--- config.mk ---
export PLATFORM = sky130hd
export DESIGN_NAME = vga_text_pixel_serializer_flat
export DESIGN_NICKNAME = d
export VERILOG_FILES = /design/src/rtl/vga_text_pixel_serializer_if.sv /design/src/rtl/vga_text_pixel_serializer.sv /design/src/flat_wrapper.sv
export SDC_FILE = /design/constraint.sdc
export NUM_CORES = 1
export LEC_CHECK = 0
export ABC_AREA = 1
export CAP_MARGIN = 20
export CORE_MARGIN = 1
export CORE_UTILIZATION = 57
export CTS_CLUSTER_DIAMETER = 50
export CTS_CLUSTER_SIZE = 16
export DETAILED_ROUTE_END_ITERATION = 7
export PLACE_DENSITY = 0.8
export REMOVE_ABC_BUFFERS = 1
export SETUP_SLACK_MARGIN = 0.05
export SLEW_MARGIN = 20
export SYNTH_ARGS = -nofsm -noshare
export SYNTH_HDL_FRONTEND = slang
export SYNTH_SLANG_ARGS = --single-unit
--- constraint.sdc ---
create_clock -name vga_clk -period 6.3 [get_ports vga_clk]
set_input_delay 0.945 -clock vga_clk [delete_from_list [all_inputs] [get_ports vga_clk]]
set_output_delay 0.945 -clock vga_clk [all_outputs]
set_load 0.01 [all_outputs]
--- src/rtl/vga_text_pixel_serializer_if.sv ---
// Memory-side bus of the text pixel serializer: character RAM and font ROM
// read ports. Both memories are synchronous with a fixed 1-cycle read latency.
interface vga_text_pixel_serializer_if;
    logic [11:0] char_addr;
    logic [7:0]  char_code;
    logic [11:0] font_addr;
    logic [7:0]  font_data;

    // The serializer issues addresses and consumes data.
    modport master (
        output char_addr,
        output font_addr,
        input  char_code,
        input  font_data
    );

    // The memories accept addresses and return data.
    modport slave (
        input  char_addr,
        input  font_addr,
        output char_code,
        output font_data
    );
endinterface

--- src/rtl/vga_text_pixel_serializer.sv ---
// VGA timing generator and text-mode pixel serializer. Counters drive a
// 5-stage pipeline: char address, char RAM read, font address, font ROM
// read, and bit select. Sync, blanking and frame-start markers travel
// down the same pipeline so every output lines up with serial_output.
module vga_text_pixel_serializer #(
    parameter int unsigned H_ACTIVE = 640,
    parameter int unsigned H_FP     = 16,
    parameter int unsigned H_SYNC   = 96,
    parameter int unsigned H_BP     = 48,
    parameter int unsigned V_ACTIVE = 480,
    parameter int unsigned V_FP     = 10,
    parameter int unsigned V_SYNC   = 2,
    parameter int unsigned V_BP     = 33,
    parameter int unsigned COLS     = 80
) (
    input  logic vga_clk,
    input  logic reset,
    vga_text_pixel_serializer_if.master mem,
    output logic hsync,
    output logic vsync,
    output logic display_area,
    output logic serial_output,
    output logic frame_start
);

    localparam logic [9:0] H_ACT  = 10'(H_ACTIVE);
    localparam logic [9:0] H_LAST = 10'(H_ACTIVE + H_FP + H_SYNC + H_BP - 1);
    localparam logic [9:0] HS_BEG = 10'(H_ACTIVE + H_FP);
    localparam logic [9:0] HS_END = 10'(H_ACTIVE + H_FP + H_SYNC);
    localparam logic [9:0] V_ACT  = 10'(V_ACTIVE);
    localparam logic [9:0] V_LAST = 10'(V_ACTIVE + V_FP + V_SYNC + V_BP - 1);
    localparam logic [9:0] VS_BEG = 10'(V_ACTIVE + V_FP);
    localparam logic [9:0] VS_END = 10'(V_ACTIVE + V_FP + V_SYNC);

    logic [9:0]  h;
    logic [9:0]  v;
    logic        active;
    logic        hs_n;
    logic        vs_n;
    logic        first_pix;
    logic [5:0]  text_row;
    logic [6:0]  text_col;
    logic [11:0] row_base;
    logic [11:0] cell_addr;

    // Per-stage delay lines; index 0 is loaded at T+1.
    logic [3:0][2:0] hx_sr;
    logic [1:0][3:0] vl_sr;
    logic [3:0]      active_sr;
    logic [3:0]      hs_sr;
    logic [3:0]      vs_sr;
    logic [3:0]      fs_sr;

    // Raster counters: h wraps every line, v advances on each h wrap.
    always_ff @(posedge vga_clk or posedge reset) begin
        if (reset) begin
            h <= '0;
            v <= '0;
        end else if (h == H_LAST) begin
            h <= '0;
            v <= (v == V_LAST) ? '0 : v + 10'd1;
        end else begin
            h <= h + 10'd1;
        end
    end

    // Raw timing decode and text cell address for the current counter cycle.
    always_comb begin
        active    = (h < H_ACT) && (v < V_ACT);
        hs_n      = !((h >= HS_BEG) && (h < HS_END));
        vs_n      = !((v >= VS_BEG) && (v < VS_END));
        first_pix = (h == 10'd0) && (v == 10'd0);
        text_row  = v[9:4];
        text_col  = h[9:3];
        cell_addr = row_base + {5'b0, text_col};
    end

    // 80 columns: row*80 as row*64 + row*16 keeps the adder tree small.
    if (COLS == 80) begin : g_cols80
        assign row_base = {text_row, 6'b0} + {2'b0, text_row, 4'b0};
    end else begin : g_cols_any
        assign row_base = 12'(text_row * 12'(COLS));
    end

    // Fetch pipeline and aligned output registers.
    always_ff @(posedge vga_clk or posedge reset) begin
        if (reset) begin
            mem.char_addr <= '0;
            mem.font_addr <= '0;
            hx_sr         <= '0;
            vl_sr         <= '0;
            active_sr     <= '0;
            hs_sr         <= '1;
            vs_sr         <= '1;
            fs_sr         <= '0;
            hsync         <= 1'b1;
            vsync         <= 1'b1;
            display_area  <= 1'b0;
            serial_output <= 1'b0;
            frame_start   <= 1'b0;
        end else begin
            mem.char_addr <= active ? cell_addr : 12'd0;
            // char_code now belongs to the pixel sitting in stage 1.
            mem.font_addr <= {mem.char_code, vl_sr[1]};
            hx_sr         <= {hx_sr[2:0], h[2:0]};
            vl_sr         <= {vl_sr[0], v[3:0]};
            active_sr     <= {active_sr[2:0], active};
            hs_sr         <= {hs_sr[2:0], hs_n};
            vs_sr         <= {vs_sr[2:0], vs_n};
            fs_sr         <= {fs_sr[2:0], first_pix};
            hsync         <= hs_sr[3];
            vsync         <= vs_sr[3];
            display_area  <= active_sr[3];
            // Bit 7 is the leftmost pixel, so 7-x == ~x for a 3-bit x.
            serial_output <= mem.font_data[~hx_sr[3]] & active_sr[3];
            frame_start   <= fs_sr[3];
        end
    end

endmodule
--- src/flat_wrapper.sv ---
// flat-port wrapper written by rule: the top's interface ports become plain ports
module vga_text_pixel_serializer_flat 
#(
    parameter int unsigned H_ACTIVE = 640,
    parameter int unsigned H_FP     = 16,
    parameter int unsigned H_SYNC   = 96,
    parameter int unsigned H_BP     = 48,
    parameter int unsigned V_ACTIVE = 480,
    parameter int unsigned V_FP     = 10,
    parameter int unsigned V_SYNC   = 2,
    parameter int unsigned V_BP     = 33,
    parameter int unsigned COLS     = 80
)
  (vga_clk, reset, hsync, vsync, display_area, serial_output, frame_start, mem_char_addr, mem_font_addr, mem_char_code, mem_font_data);
  vga_text_pixel_serializer_if mem_i ();
  input  logic vga_clk;
  input  logic reset;
  output logic hsync;
  output logic vsync;
  output logic display_area;
  output logic serial_output;
  output logic frame_start;
  output wire logic [$bits(mem_i.char_addr)-1:0] mem_char_addr;
  output wire logic [$bits(mem_i.font_addr)-1:0] mem_font_addr;
  input wire logic [$bits(mem_i.char_code)-1:0] mem_char_code;
  input wire logic [$bits(mem_i.font_data)-1:0] mem_font_data;
  assign mem_char_addr = mem_i.char_addr;
  assign mem_font_addr = mem_i.font_addr;
  assign mem_i.char_code = mem_char_code;
  assign mem_i.font_data = mem_font_data;
  vga_text_pixel_serializer #(.H_ACTIVE(H_ACTIVE), .H_FP(H_FP), .H_SYNC(H_SYNC), .H_BP(H_BP), .V_ACTIVE(V_ACTIVE), .V_FP(V_FP), .V_SYNC(V_SYNC), .V_BP(V_BP), .COLS(COLS)) u_core (.vga_clk(vga_clk), .reset(reset), .mem(mem_i), .hsync(hsync), .vsync(vsync), .display_area(display_area), .serial_output(serial_output), .frame_start(frame_start));
endmodule
==> flow_summary.json <==
{
  "outcome": "finished clean",
  "synth.avg_cell_area_um2": 11.19,
  "n_antenna_cell": 0,
  "cts_tree": "yes",
  "gr-total-overflow": 0,
  "initial_core_util_pct": 59.33,
  "clkSlewWorstSetupHoldPaths_ps": 90,
  "cts_buffer_depth": 2,
  "ant_nets": 0,
  "grt_pass1_wl_um": 9639,
  "holdPathStages": 0,
  "cts-root-buf": "clkbuf_8",
  "max-cap-violations": 0,
  "peakVddDrop_v": 0.0001796,
  "cp-end-kind": "output port",
  "setup_tns_ps": 0,
  "reg2regPathDepth": 6,
  "cp_cell_sequence": "clkdlybuf4s50_1",
  "viasPerCell": 5.038,
  "path_depth": 1,
  "setup_violations": 0,
  "core-area_um2": 5507,
  "cts_buffers": 9,
  "whs_ps": 352.5,
  "min_period_ps": 2341,
  "dr_total_vias": 2146,
  "required_ps": 5350,
  "dp_slack_ps": 3992,
  "placementRows": 27,
  "dp.final_hpwl_um": 3838,
  "ios": 47,
  "grt_start_max_net_pins": 86,
  "drc_errors": 0,
  "post-route-period-util_pct": 37.15,
  "die_w_um": 77.71,
  "timing_worst_slew_pin_value_ps": 704.8,
  "hold_viol_final": 0,
  "port-buffer-count": 46,
  "skew_ps": 11.04,
  "dr.first_iter.drc_count": 118,
  "fp.dieArea_um2": 6038,
  "dr.pass1.iters": 4,
  "synth_cell_types": 25,
  "track_usage_pct": 21.37,
  "final_util_pct": 73.10,
  "slew_violations": 0,
  "power_density_nw_per_um2": 241.4,
  "max_freq_ghz": 0.4272,
  "setup_ws_ps": 3959,
  "wl_um": 5546,
  "synth_edf_count": 0,
  "grt_pass1_vias": 2147,
  "cts.sink_count": 85,
  "path_max_fanout": 1,
  "leakage_nw": 1.918,
  "startpoint_type": "register",
  "netlist_area_um2": 3267,
  "critPathBufInv": 1,
  "critical_path_class": "reg2out",
  "slew-limit-headroom_pct": 53.01,
  "clock_latency_ps": 360,
  "ctsResizeCount": 0,
  "yosysWarnings": 0,
  "crit_family": "flip-flops",
  "ctsHoldBuffers": 0,
  "rsz0062_at_grt": "no",
  "arrival_ps": 1400,
  "cts_setup_buffers": 0,
  "cpPeakStageDelay_ps": 520,
  "avgRoutedWirePerCell_um": 13.02,
  "ys_seq_area_share_pct": 65.49,
  "min_path_type": "reg2reg",
  "nets": 384,
  "routabilityCongestion": 0.8899,
  "synthCells": 292,
  "die_h_um": 77.71,
  "cp_slowest_cell": "dfstp_2",
  "area_delta_synth_final_pct": 23.21,
  "h-tree-depth": 3,
  "ys_seq_elements": 85,
  "antenna_found_initial": 0,
  "yosys_most_used_dff": "dfrtp_1",
  "async_flop_share_pct": 100.0,
  "total_power_mw": 0.9716,
  "drive_gt1_share_pct": 9.887
}
synthesized netlist by cell type, types with 2 or more instances:
cell / count / area, um^2
o211ai_1: 2 / 15.01
a21oi_1: 7 / 35.03
nand2_1: 35 / 131.4
o21ai_0: 19 / 95.09
nor2_2: 2 / 12.51
nand3_1: 12 / 60.06
fa_1: 2 / 40.04
nor2_4: 2 / 22.52
xor2_1: 10 / 87.58
dfrtp_1: 75 / 1877
dfstp_2: 10 / 262.8
ha_1: 15 / 187.7
nor3_1: 5 / 25.02
nor2_1: 39 / 146.4
inv_1: 38 / 142.6
nand4_1: 10 / 62.56
flip-flops by register name (all words and copies together) (netlist names), 8 cells and up:
register and count:
u_core.v 10, u_core.mem.font_addr 12, u_core.h 10, u_core.mem.char_addr 12, u_core.hx_sr 12, u_core.vl_sr 8
path summary, 6_finish.rpt:
path / startpoint / endpoint / slack [ps]
min in group asynchronous: reset / u_core.mem.font_addr[3] / 1100
worst max-delay path: u_core.hsync / hsync / 3960
max in group asynchronous: reset / u_core.hx_sr[0] / 4730
worst max register to register: u_core.v[4] / u_core.mem.char_addr[9] / 4170
worst min register to register: u_core.hx_sr[6] / u_core.hx_sr[9] / 350
worst min-delay path: u_core.hx_sr[6] / u_core.hx_sr[9] / 350
metal layers:
metal  up-vias  routed length [um]  global-route usage (%)  part of all wire, %
li1       1054                   -                       -                    -
met1      1008                2405                   27.34                   43
met2        68                2709                   33.72                   49
met3        16                 308                   4.588                  5.6
met4         0                 122                   12.64                  2.2
met5         -                   0                       0                    0
layout make-up:
class | count | area (um^2)
clock buffer | 9 | 123.9
sequential | 85 | 2140
fill | 374 | 1481
inverter | 39 | 147.6
tap | 72 | 90.09
timing repair buffer | 47 | 471.7
multi-input combinational | 167 | 969.7
clock inverter | 7 | 82.58
logic make-up (layout without fill, tap and decap cells):
kind of cell / Yosys count / in the layout / synth area share [%]
buf+inv: 40 / 102 / 4.826
flops: 85 / 85 / 65.49
simple gates: 109 / 109 / 15.01
fa+ha+maj: 17 / 17 / 6.971
compound gates: 31 / 31 / 5.017
xor+xnor: 10 / 10 / 2.681
placed cells by master, fill, tap and decap left out, types with 2 or more instances in the layout:
master / count
o211ai_1: 2
nor2_1: 39
ha_1: 15
nand2_1: 35
xor2_1: 10
a21oi_1: 7
dfrtp_1: 75
clkbuf_8: 9
o21ai_0: 19
nor3_1: 5
nand3_1: 12
fa_1: 2
nand4_1: 10
clkinvlp_4: 2
clkdlybuf4s50_1: 46
nor2_4: 2
nor2_2: 2
inv_6: 2
dfstp_2: 10
inv_1: 37
per-stage QoR:
step / cells / area, um^2
final: 426 / 4025
after global routing: 426 / 4025
after CTS: 426 / 4021
after detailed placement: 410 / 3815
after global placement: 410 / 3815
after floorplan: 291 / 3256
where the power goes:
| part | internal (mW) | switching (mW) | leakage (nW) |
|---|---|---|---|
| combinational | 0.0153 | 0.0143 | 0.771 |
| sequential | 0.548 | 0.000761 | 1.05 |
| clock | 0.189 | 0.204 | 0.0984 |
| total | 0.753 | 0.219 | 1.92 |
(Power assumes the default switching activity.)
==> edit: new RTL, same flow settings <==
Take the reset off `vl_sr` and load it in a clocked block of its own.
--- a/src/rtl/vga_text_pixel_serializer.sv
+++ b/src/rtl/vga_text_pixel_serializer.sv
@@ -90,3 +90,2 @@
             hx_sr         <= '0;
-            vl_sr         <= '0;
             active_sr     <= '0;
@@ -105,3 +104,2 @@
             hx_sr         <= {hx_sr[2:0], h[2:0]};
-            vl_sr         <= {vl_sr[0], v[3:0]};
             active_sr     <= {active_sr[2:0], active};
@@ -119,2 +117,6 @@
 
+    always_ff @(posedge vga_clk) begin
+        vl_sr <= {vl_sr[0], v[3:0]};
+    end
+
 endmodule
Function: no difference found for any inputs over 10 cycles, from zero or initial values and one cycle with reset high; that may be too few to reach the edited logic, so the function may still have changed.
==> edit against the original RTL <==
Power decreased by 4.1%. Wire length decreased by 7.9%. Register-to-register slack got worse by 80 ps. Design area decreased by 1.4%. Worst setup slack improved by 29 ps. Area after synthesis decreased by 0.69%. Core utilization decreased by 1.0 points. Sequential cell count unchanged. Clock skew decreased by 2.1 ps. Critical path type unchanged. Global-route usage decreased by 1.6 points. Maximum frequency increased by 1.2%.
==> edit: results (changes against the original RTL) <==
- Final GP Congestion: 0.863 (-3.1%)
- Dpl cell area: 3780 sq um (-0.82%)
- Slowest stage cell, crit path: dfstp_2
- Ys Warns: 0 (unchanged)
- Routed WL: 5110 um (-7.9%)
- Hold Path Class: reg2reg
- Net Sw Power: 0.186 mW (-15%)
- Slew of the pin with the lowest slew margin: 894 ps (+190 ps)
- Worst-skew pair later-pin latency: 330 ps (-30 ps)
- Clock Skews: 8.93 ps (-2.11 ps)
- Global route total overflow: 0 (unchanged)
- Vias: 2124 (-1.0%)
- First-pass GRT wire length: 9140 um (-5.2%)
- Synth async-reset ratio: 90.6% (-9.4 points)
- Cells after Synth: 298 (+2.1%)
- Share of cells above drive strength 1: 9.75% (-0.14 points)
- # fillers: 384 (+2.7%)
- N_diodes: 0 (unchanged)
- Biggest registers after layout: u_core.hx_sr (12), u_core.mem.char_addr (12), u_core.mem.font_addr (12)
- Max VDD drop: 177 uV (-1.4%)
- DP Worst Slack: 4080 ps (+92.1 ps)
- Hold_sp: u_core.vl_sr[5]
- Top delay family on crit path: flip-flops
- Iteration-0 DRC Markers: 90 (-24%)
- Nets: 389 (+1.3%)
- CP max FO: 1 (unchanged)
- Outcome: finished, final reports clean
- Number of library cell types mapped by synthesis: 28 (+12%)
- Root buf cell: clkbuf_8
- Clk pin slew, worst setup/hold paths: 80 ps
- Wire length per cell: 11.9 um (-9.0%)
- Inst Count DP: 415 (+1.2%)
- Seq/Total Area, Yosys: 64.7% (-0.78 points)
- Synth cell count leaders: dfrtp_1 (67), nand2_1 (44), nor2_1 (43)
- HPWL Detailed: 3600 um (-6.2%)
- Tot GR Track Use: 19.8% (-1.6 points)
- Ranking of synthesized cells by area: dfrtp_1 (52%), dfstp_2 (8.1%), ha_1 (5.8%)
- Worst path arrival time: 1370 ps (-30 ps)
- Pin count of the biggest net entering global routing: 78 (-9.3%)
- RR Startpoint: u_core.v[4]
- Drt pass-1 iters: 4 (unchanged)
- Leak: 1.83 nW (-4.7%)
- Max incr delay on CP: 520 ps (about the same)
-- edit: cell types whose count changed after synthesis, moves of 4 or more --
cell	unedited run	this run
dfrtp_1	75	67
dfxtp_1	0	8
nand2_1	35	44
nand3_1	12	16
nand4_1	10	4
nor2_1	39	43
o21ai_0	19	12
-- edit: layout make-up --
cell class | instances | area, sq um | area share, %
sequential | 85 | 2100 | 52.9
timing repair buffer | 47 | 468 | 11.8
multi-input combinational | 174 | 987 | 24.9
clock buffer | 12 | 135 | 3.41
tap | 72 | 90.1 | 2.27
clock inverter | 4 | 48.8 | 1.23
inverter | 37 | 139 | 3.50
-- edit: metal layers --
metal	global-route usage [%]	part of all wire [%]	up-vias
met4	8.11	1.6	0
met2	30.4	45	56
met3	4.82	4.6	8
met5	0	0	-
met1	27.3	49	1006
li1	-	-	1054
-- edit: kinds of logic after synthesis --
| group | after synthesis | synth area share, % |
|---|---|---|
| AND/OR/NAND/NOR | 120 | 16.2 |
| buffers and inverters | 39 | 4.86 |
| AO/OA/AOI/OAI | 28 | 4.82 |
| flip-flops | 85 | 64.7 |
| XOR/XNOR | 9 | 2.43 |
| adder cells (fa/ha/maj) | 17 | 7.02 |
-- edit: path summary, 6_finish.rpt --
| kind | end | slack (ps) | cells after the start |
|---|---|---|---|
| hold / removal | u_core.mem.font_addr[1] | 330 | 0 |
| setup reg to reg | u_core.mem.char_addr[9] | 4090 | 7 |
| setup / recovery | hsync | 3990 | 1 |
| hold reg to reg | u_core.mem.font_addr[1] | 330 | 0 |
| min in group asynchronous | u_core.display_area | 1210 | 3 |
| max in group asynchronous | u_core.mem.char_addr[7] | 4530 | 3 |
-- edit: power groups by stage --
stage	clock network, mW	logic, mW	registers (mW)
floorplan	0	0.00822	0.561
global placement	0	0.0287	0.559
detailed placement	0	0.0290	0.559
CTS	0.365	0.0292	0.548
global route	0.390	0.0320	0.548
finish	0.355	0.0281	0.548
